## config.mk

```make
export PLATFORM = sky130hd
export DESIGN_NAME = rotary_reg_ctrl
export DESIGN_NICKNAME = d
export VERILOG_FILES = /design/src/rtl/rotary_pkg.sv /design/src/rtl/rotary_reg_ctrl_sat_step.sv /design/src/rtl/rotary_reg_ctrl.sv
export SDC_FILE = /design/constraint.sdc
export NUM_CORES = 1
export LEC_CHECK = 0
export BUFFER_PORTS_ARGS = -buffer_cell sky130_fd_sc_hd__buf_2
export CORE_MARGIN = 2
export CORE_UTILIZATION = 60
export CTS_CLUSTER_DIAMETER = 40
export DETAILED_ROUTE_END_ITERATION = 16
export PLACE_DENSITY = 0.85
export SYNTH_ARGS = -nofsm -noshare
export SYNTH_HDL_FRONTEND = slang
export SYNTH_SLANG_ARGS = --single-unit
```

## constraint.sdc

```tcl
create_clock -name clk -period 4.97 [get_ports clk]
set_input_delay 0.497 -clock clk [delete_from_list [all_inputs] [get_ports clk]]
set_output_delay 0.497 -clock clk [all_outputs]
set_load 0.005 [all_outputs]
```

## src/rtl/rotary_pkg.sv

```systemverilog
// Shared definitions for the rotary register controller.
// Holds the controller FSM state encoding, the direction constants and a
// selector-width helper so every file agrees on how a register index is sized.
// No ports: this is a package.
package rotary_pkg;

   typedef enum logic [1:0] {
      IDLE   = 2'd0,
      APPLY  = 2'd1,
      SETTLE = 2'd2
   } state_t;

   localparam logic DIR_INC = 1'b1;
   localparam logic DIR_DEC = 1'b0;

   // Number of bits needed to index a bank of num_regs registers.
   function automatic int sel_width(input int num_regs);
      return (num_regs > 1) ? $clog2(num_regs) : 1;
   endfunction

   localparam int DEFAULT_NUM_REGS = 4;
   localparam int SEL_W            = sel_width(DEFAULT_NUM_REGS);
   typedef logic [SEL_W-1:0] sel_t;

endpackage

```

## src/rtl/rotary_reg_ctrl_sat_step.sv

```systemverilog
// sat_step: combinational saturating add/subtract of a WIDTH-bit value.
// Ports:
//   cur  in  WIDTH : current register value
//   step in  WIDTH : amount to add or subtract
//   inc  in  1     : 1 = add, 0 = subtract
//   nxt  out WIDTH : result, clamped to [0, 2^WIDTH-1]
//   diff out 1     : result differs from cur (edit was not a saturated no-op)
module sat_step #(
   parameter int WIDTH = 8
) (
   input  logic [WIDTH-1:0] cur,
   input  logic [WIDTH-1:0] step,
   input  logic             inc,
   output logic [WIDTH-1:0] nxt,
   output logic             diff
);

   logic [WIDTH:0] sum;
   logic [WIDTH:0] dif;

   // One extra bit exposes carry-out on add and borrow on subtract,
   // which is exactly when the result must clamp instead of wrapping.
   always_comb begin
      sum = {1'b0, cur} + {1'b0, step};
      dif = {1'b0, cur} - {1'b0, step};
      if (inc) begin
         nxt = sum[WIDTH] ? {WIDTH{1'b1}} : sum[WIDTH-1:0];
      end else begin
         nxt = dif[WIDTH] ? {WIDTH{1'b0}} : dif[WIDTH-1:0];
      end
      diff = (nxt != cur);
   end

endmodule

```

## src/rtl/rotary_reg_ctrl.sv

```systemverilog
// rotary_reg_ctrl: turns rotary decoder pulses into saturating edits of a
// small register bank, with speed acceleration, sticky change flags and a
// one-cycle-latency read port for the I2C slave.
// Ports:
//   clk, reset            : clock, synchronous active-high reset
//   rotateEvent, direction: one detent pulse and its direction (1 = up)
//   sel_next              : pulse advancing the edited register
//   lock                  : level, discards rotate events while high
//   sel, value            : edited register index and its contents
//   rd_req, rd_addr       : read strobe and address
//   rd_data, rd_valid     : read data and its one-cycle valid pulse
//   changed               : sticky per-register modified flags
module rotary_reg_ctrl
   import rotary_pkg::*;
#(
   parameter int WIDTH      = 8,
   parameter int NUM_REGS   = 4,
   parameter int ACCEL_WIN  = 1000,
   parameter int ACCEL_STEP = 4
) (
   input  logic                          clk,
   input  logic                          reset,
   input  logic                          rotateEvent,
   input  logic                          direction,
   input  logic                          sel_next,
   input  logic                          lock,
   output logic [sel_width(NUM_REGS)-1:0] sel,
   output logic [WIDTH-1:0]              value,
   input  logic                          rd_req,
   input  logic [sel_width(NUM_REGS)-1:0] rd_addr,
   output logic [WIDTH-1:0]              rd_data,
   output logic                          rd_valid,
   output logic [NUM_REGS-1:0]           changed
);

   localparam int SW = sel_width(NUM_REGS);
   localparam int GW = $clog2(ACCEL_WIN + 1);
   localparam logic [GW-1:0]    GAP_MAX   = GW'(ACCEL_WIN);
   localparam logic [WIDTH-1:0] STEP_FAST = WIDTH'(ACCEL_STEP);
   localparam logic [WIDTH-1:0] STEP_SLOW = WIDTH'(1);

   state_t               state, state_nxt;
   logic                 accept;
   logic [GW-1:0]        gap;
   logic                 cap_dir;
   logic [SW-1:0]        cap_sel;
   logic [WIDTH-1:0]     cap_step;
   logic [WIDTH-1:0]     regs [NUM_REGS];
   logic [WIDTH-1:0]     new_val;
   logic                 new_diff;
   logic [NUM_REGS-1:0]  changed_nxt;

   // Next-state logic. Events are only taken in IDLE; anything arriving
   // during APPLY or SETTLE is dropped since the decoder cannot be that fast.
   always_comb begin
      state_nxt = state;
      accept    = 1'b0;
      case (state)
         IDLE: begin
            if (rotateEvent && !lock) begin
               accept    = 1'b1;
               state_nxt = APPLY;
            end
         end
         APPLY:   state_nxt = SETTLE;
         SETTLE:  state_nxt = IDLE;
         default: state_nxt = IDLE;
      endcase
   end

   always_ff @(posedge clk) begin
      if (reset) begin
         state <= IDLE;
      end else begin
         state <= state_nxt;
      end
   end

   // Capture the edit parameters at acceptance so later sel_next pulses do
   // not redirect an update in flight. The gap counter starts saturated so
   // the first event after reset is always a slow (step 1) edit.
   always_ff @(posedge clk) begin
      if (reset) begin
         gap      <= GAP_MAX;
         cap_dir  <= DIR_DEC;
         cap_sel  <= '0;
         cap_step <= STEP_SLOW;
      end else if (accept) begin
         gap      <= '0;
         cap_dir  <= direction;
         cap_sel  <= sel;
         cap_step <= (gap < GAP_MAX) ? STEP_FAST : STEP_SLOW;
      end else if (gap != GAP_MAX) begin
         gap <= gap + 1'b1;
      end
   end

   // Selection wraps naturally because NUM_REGS is a power of two.
   always_ff @(posedge clk) begin
      if (reset) begin
         sel <= '0;
      end else if (sel_next) begin
         sel <= sel + 1'b1;
      end
   end

   sat_step #(.WIDTH(WIDTH)) u_sat_step (
      .cur  (regs[cap_sel]),
      .step (cap_step),
      .inc  (cap_dir == DIR_INC),
      .nxt  (new_val),
      .diff (new_diff)
   );

   always_ff @(posedge clk) begin
      if (reset) begin
         for (int i = 0; i < NUM_REGS; i++) begin
            regs[i] <= '0;
         end
      end else if (state == APPLY) begin
         regs[cap_sel] <= new_val;
      end
   end

   // A read clears its flag, but a real edit landing in the same cycle
   // sets it again, so a change is never lost to a racing read.
   always_comb begin
      changed_nxt = changed;
      if (rd_req) begin
         changed_nxt[rd_addr] = 1'b0;
      end
      if ((state == APPLY) && new_diff) begin
         changed_nxt[cap_sel] = 1'b1;
      end
   end

   // Read data is taken from the bank before this edge's write, so a read
   // colliding with APPLY returns the pre-update value.
   always_ff @(posedge clk) begin
      if (reset) begin
         changed  <= '0;
         rd_data  <= '0;
         rd_valid <= 1'b0;
      end else begin
         changed  <= changed_nxt;
         rd_valid <= rd_req;
         if (rd_req) begin
            rd_data <= regs[rd_addr];
         end
      end
   end

   assign value = regs[sel];

endmodule
```

==> results.yml <==
run_status:
  status: "complete, no violations"
routing:
  first_iter_violations: 344
  antenna_left: 0
  avgViaCountPerCell: 6.31
  vias: 2796
  route.detailed.drc: 0
  wire_per_inst_um: 19.2
  firstDrtPassIters: 6
  finalWirelength_mm: 8.52
grt:
  gr-usage-met2_pct: 40.1
  met1_usage_pct: 35.5
  antenna_found_initial: 0
  gr-usage-met3_pct: 3.98
  grt_pass1_wl_mm: 13.6
  grt_overflow: 0
  grt_pass1_vias: 2595
  grt_usage_pct: 25.3
  top_usage_layer: "met2"
  grt_max_degree: 36
min_path:
  hold_end: "cap_dir"
  hp-class: "in -> reg"
  hp-start: "direction"
  min_delay_path_depth: 3
clock_tree:
  cts_hold_buf: 0
  cts.sinks: 68
  clk_pin_slew_ns: 0.08
  ctsResizeCount: 0
  clk_latency_ns: 0.35
  cts_post_setup_buffers_inserted: 0
  cts.htree.levels: 3
  cts_tree: "done"
  cts_buffers: 9
  root_buffer: "clkbuf_8"
  cts_buffer_depth: 2
synth:
  async_flop_share_pct: 0
  yosysSeqAreaShare_pct: 45.1
  synth_area_per_cell_sq_um: 11.1
  synth_edf_count: 32
  synth_ff_type: "dfxtp_1"
  syn_area_sq_um: 3730
  synthCells: 337
  synthesis.nets: 354
  synth_cell_types: 54
  ys.warnings.count: 0
  ys_seq_elements: 68
worst_setup_path:
  rr_worst_depth: 9
  critical_path_arrival_ns: 4.32
  required_ns: 5.20
  start_kind: "flop"
  critical_path.max_fanout: 12
  worstSetupEndpointType: "flop"
  crit_type: "reg -> reg"
  reg2reg_slack_ns: 0.87
  r2r_end: "changed[0]"
timing:
  min_period_ns: 4.10
  whs_ns: 0.401
  tns_ns: 0
  setup_viol: 0
  final_max_slew_viol_count: 0
  rsz0062_at_grt: "no"
  tightest_slew_ns: 0.799
  fin_crit_sh_pct: 82.4
  hold_viol: 0
  max_freq_mhz: 244
  timing.slew.headroom_pct: 46.6
  final.setup_skew_ns: 0.0106
  setup_ws_ns: 0.874
final_layout:
  regArea_sq_um: 1680
  nNetsFinal: 380
  insertedDiodeCount: 0
  nFillCells: 436
  utilization_pct: 69.2
  drive_gt1_share_pct: 20.9
  multi_input_area_sq_um: 1890
  area_growth_pct: 10.5
floorplanning:
  rows: 28
  start_util_pct: 62.6
  die_y_um: 82.9
  io_pins: 32
  core_area_sq_um: 5960
  die_w_um: 82.9
  die_area_sq_um: 6860
flow_run:
  max_cap_viol_count: 0
placement:
  gp_routability_congestion: 1.08
  dp_hpwl_mm: 5.95
  pre_cts_ws_ns: 0.988
  portBuffers: 31
power_and_ir_drop:
  vdd_drop_max_mv: 0.254
  powerDensity_nw_per_um2: 328
  leakagePower_uw: 0.00170
[layout make-up]
cell class	count	share of cell area, %
multi-input cells	230	46.0
well taps	75	2.28
inverters	22	2.00
clock buffers	13	4.64
flip-flops and latches	68	40.8
clock inverters	3	0.364
repair buffers	32	3.95
[sequential cells by signal, indices dropped and copies added, names as in the netlist, named ones only]
register  count
gap          10
cap_step      2
changed       4
cap_sel       2
sel           2
cap_dir       1
rd_data       8
regs         32
rd_valid      1
state         2
[worst max-delay path by stage]
stage	startpoint	to	slack, ns
detailed placement	flop	changed[0]	0.99
global placement	flop	changed[0]	1.14
global route	flop	changed[1]	0.74
floorplan	flop	changed[0]	1.43
CTS	flop	changed[0]	0.92
finish	flop	changed[0]	0.87
[power by group]
group          switching, uW  leakage [uW]  internal [uW]
logic                    124      0.000966            109
clock network            214      0.000109            253
registers               34.9      0.000626            616
[layout by cell type (no fill, tap or decap), types with 4 or more instances in the layout]
cell      instances
o21ai_0           5
a21o_1            4
clkbuf_8         10
o21bai_1          6
inv_1            21
buf_2            31
a21oi_1           4
ha_1              8
mux4_2           22
nand3_1           8
edfxtp_1         32
xnor2_1          11
mux2i_1          15
xor2_1            7
nand2_1          17
nor2_1           53
nor3b_1           4
nor3_1            5
nor2b_1           7
dfxtp_1          36
nand2b_1          7
o31ai_1           5
[metal layers]
| metal | part of all wire (%) | vias up |
|---|---|---|
| li1 | - | 1283 |
| met2 | 48 | 157 |
| met3 | 9.2 | 26 |
| met1 | 40 | 1330 |
| met4 | 2.9 | 0 |
| met5 | 0 | - |
[through the flow]
stage	instance area [sq um]	power [uW]	instances
floorplan	3730	825	337
global placement	3920	881	427
detailed placement	3920	889	427
CTS	4120	1350	443
global route	4120	1400	443
finish	4120	1350	443
[kinds of logic after synthesis]
group | count (synthesis) | share of synthesized area [%]
xor gates and xnor gates | 18 | 4.23
muxes | 39 | 18.7
DFF | 68 | 45.1
adders and majority gates | 8 | 2.68
AOI/OAI and AO/OA | 45 | 8.79
and+or+nand+nor | 120 | 16.2
buffers and inverters | 39 | 4.33
[critical path: stages, from the launching register on]
cell,delay [ns]
dfxtp_1,0.74
mux4_2,0.64
ha_1,0.38
nor2b_1,0.24
nor4_4,0.42
a211oi_1,0.18
or4_1,0.50
a211o_1,0.32
nor4_2,0.44
o32ai_1,0.12
[synth_stat cells, types with 7 or more instances]
cell type / instances / area (sq um)
nand3_1: 8 / 40.0
nor2b_1: 7 / 43.8
nand2_1: 17 / 63.8
dfxtp_1: 36 / 721
edfxtp_1: 32 / 961
nand2b_1: 7 / 43.8
xnor2_1: 11 / 96.3
inv_1: 21 / 78.8
clkbuf_1: 9 / 33.8
xor2_1: 7 / 61.3
nor2_1: 53 / 199
ha_1: 8 / 100
mux2i_1: 15 / 150
mux4_2: 22 / 495
Note: power is estimated with default switching activity, not from simulation.
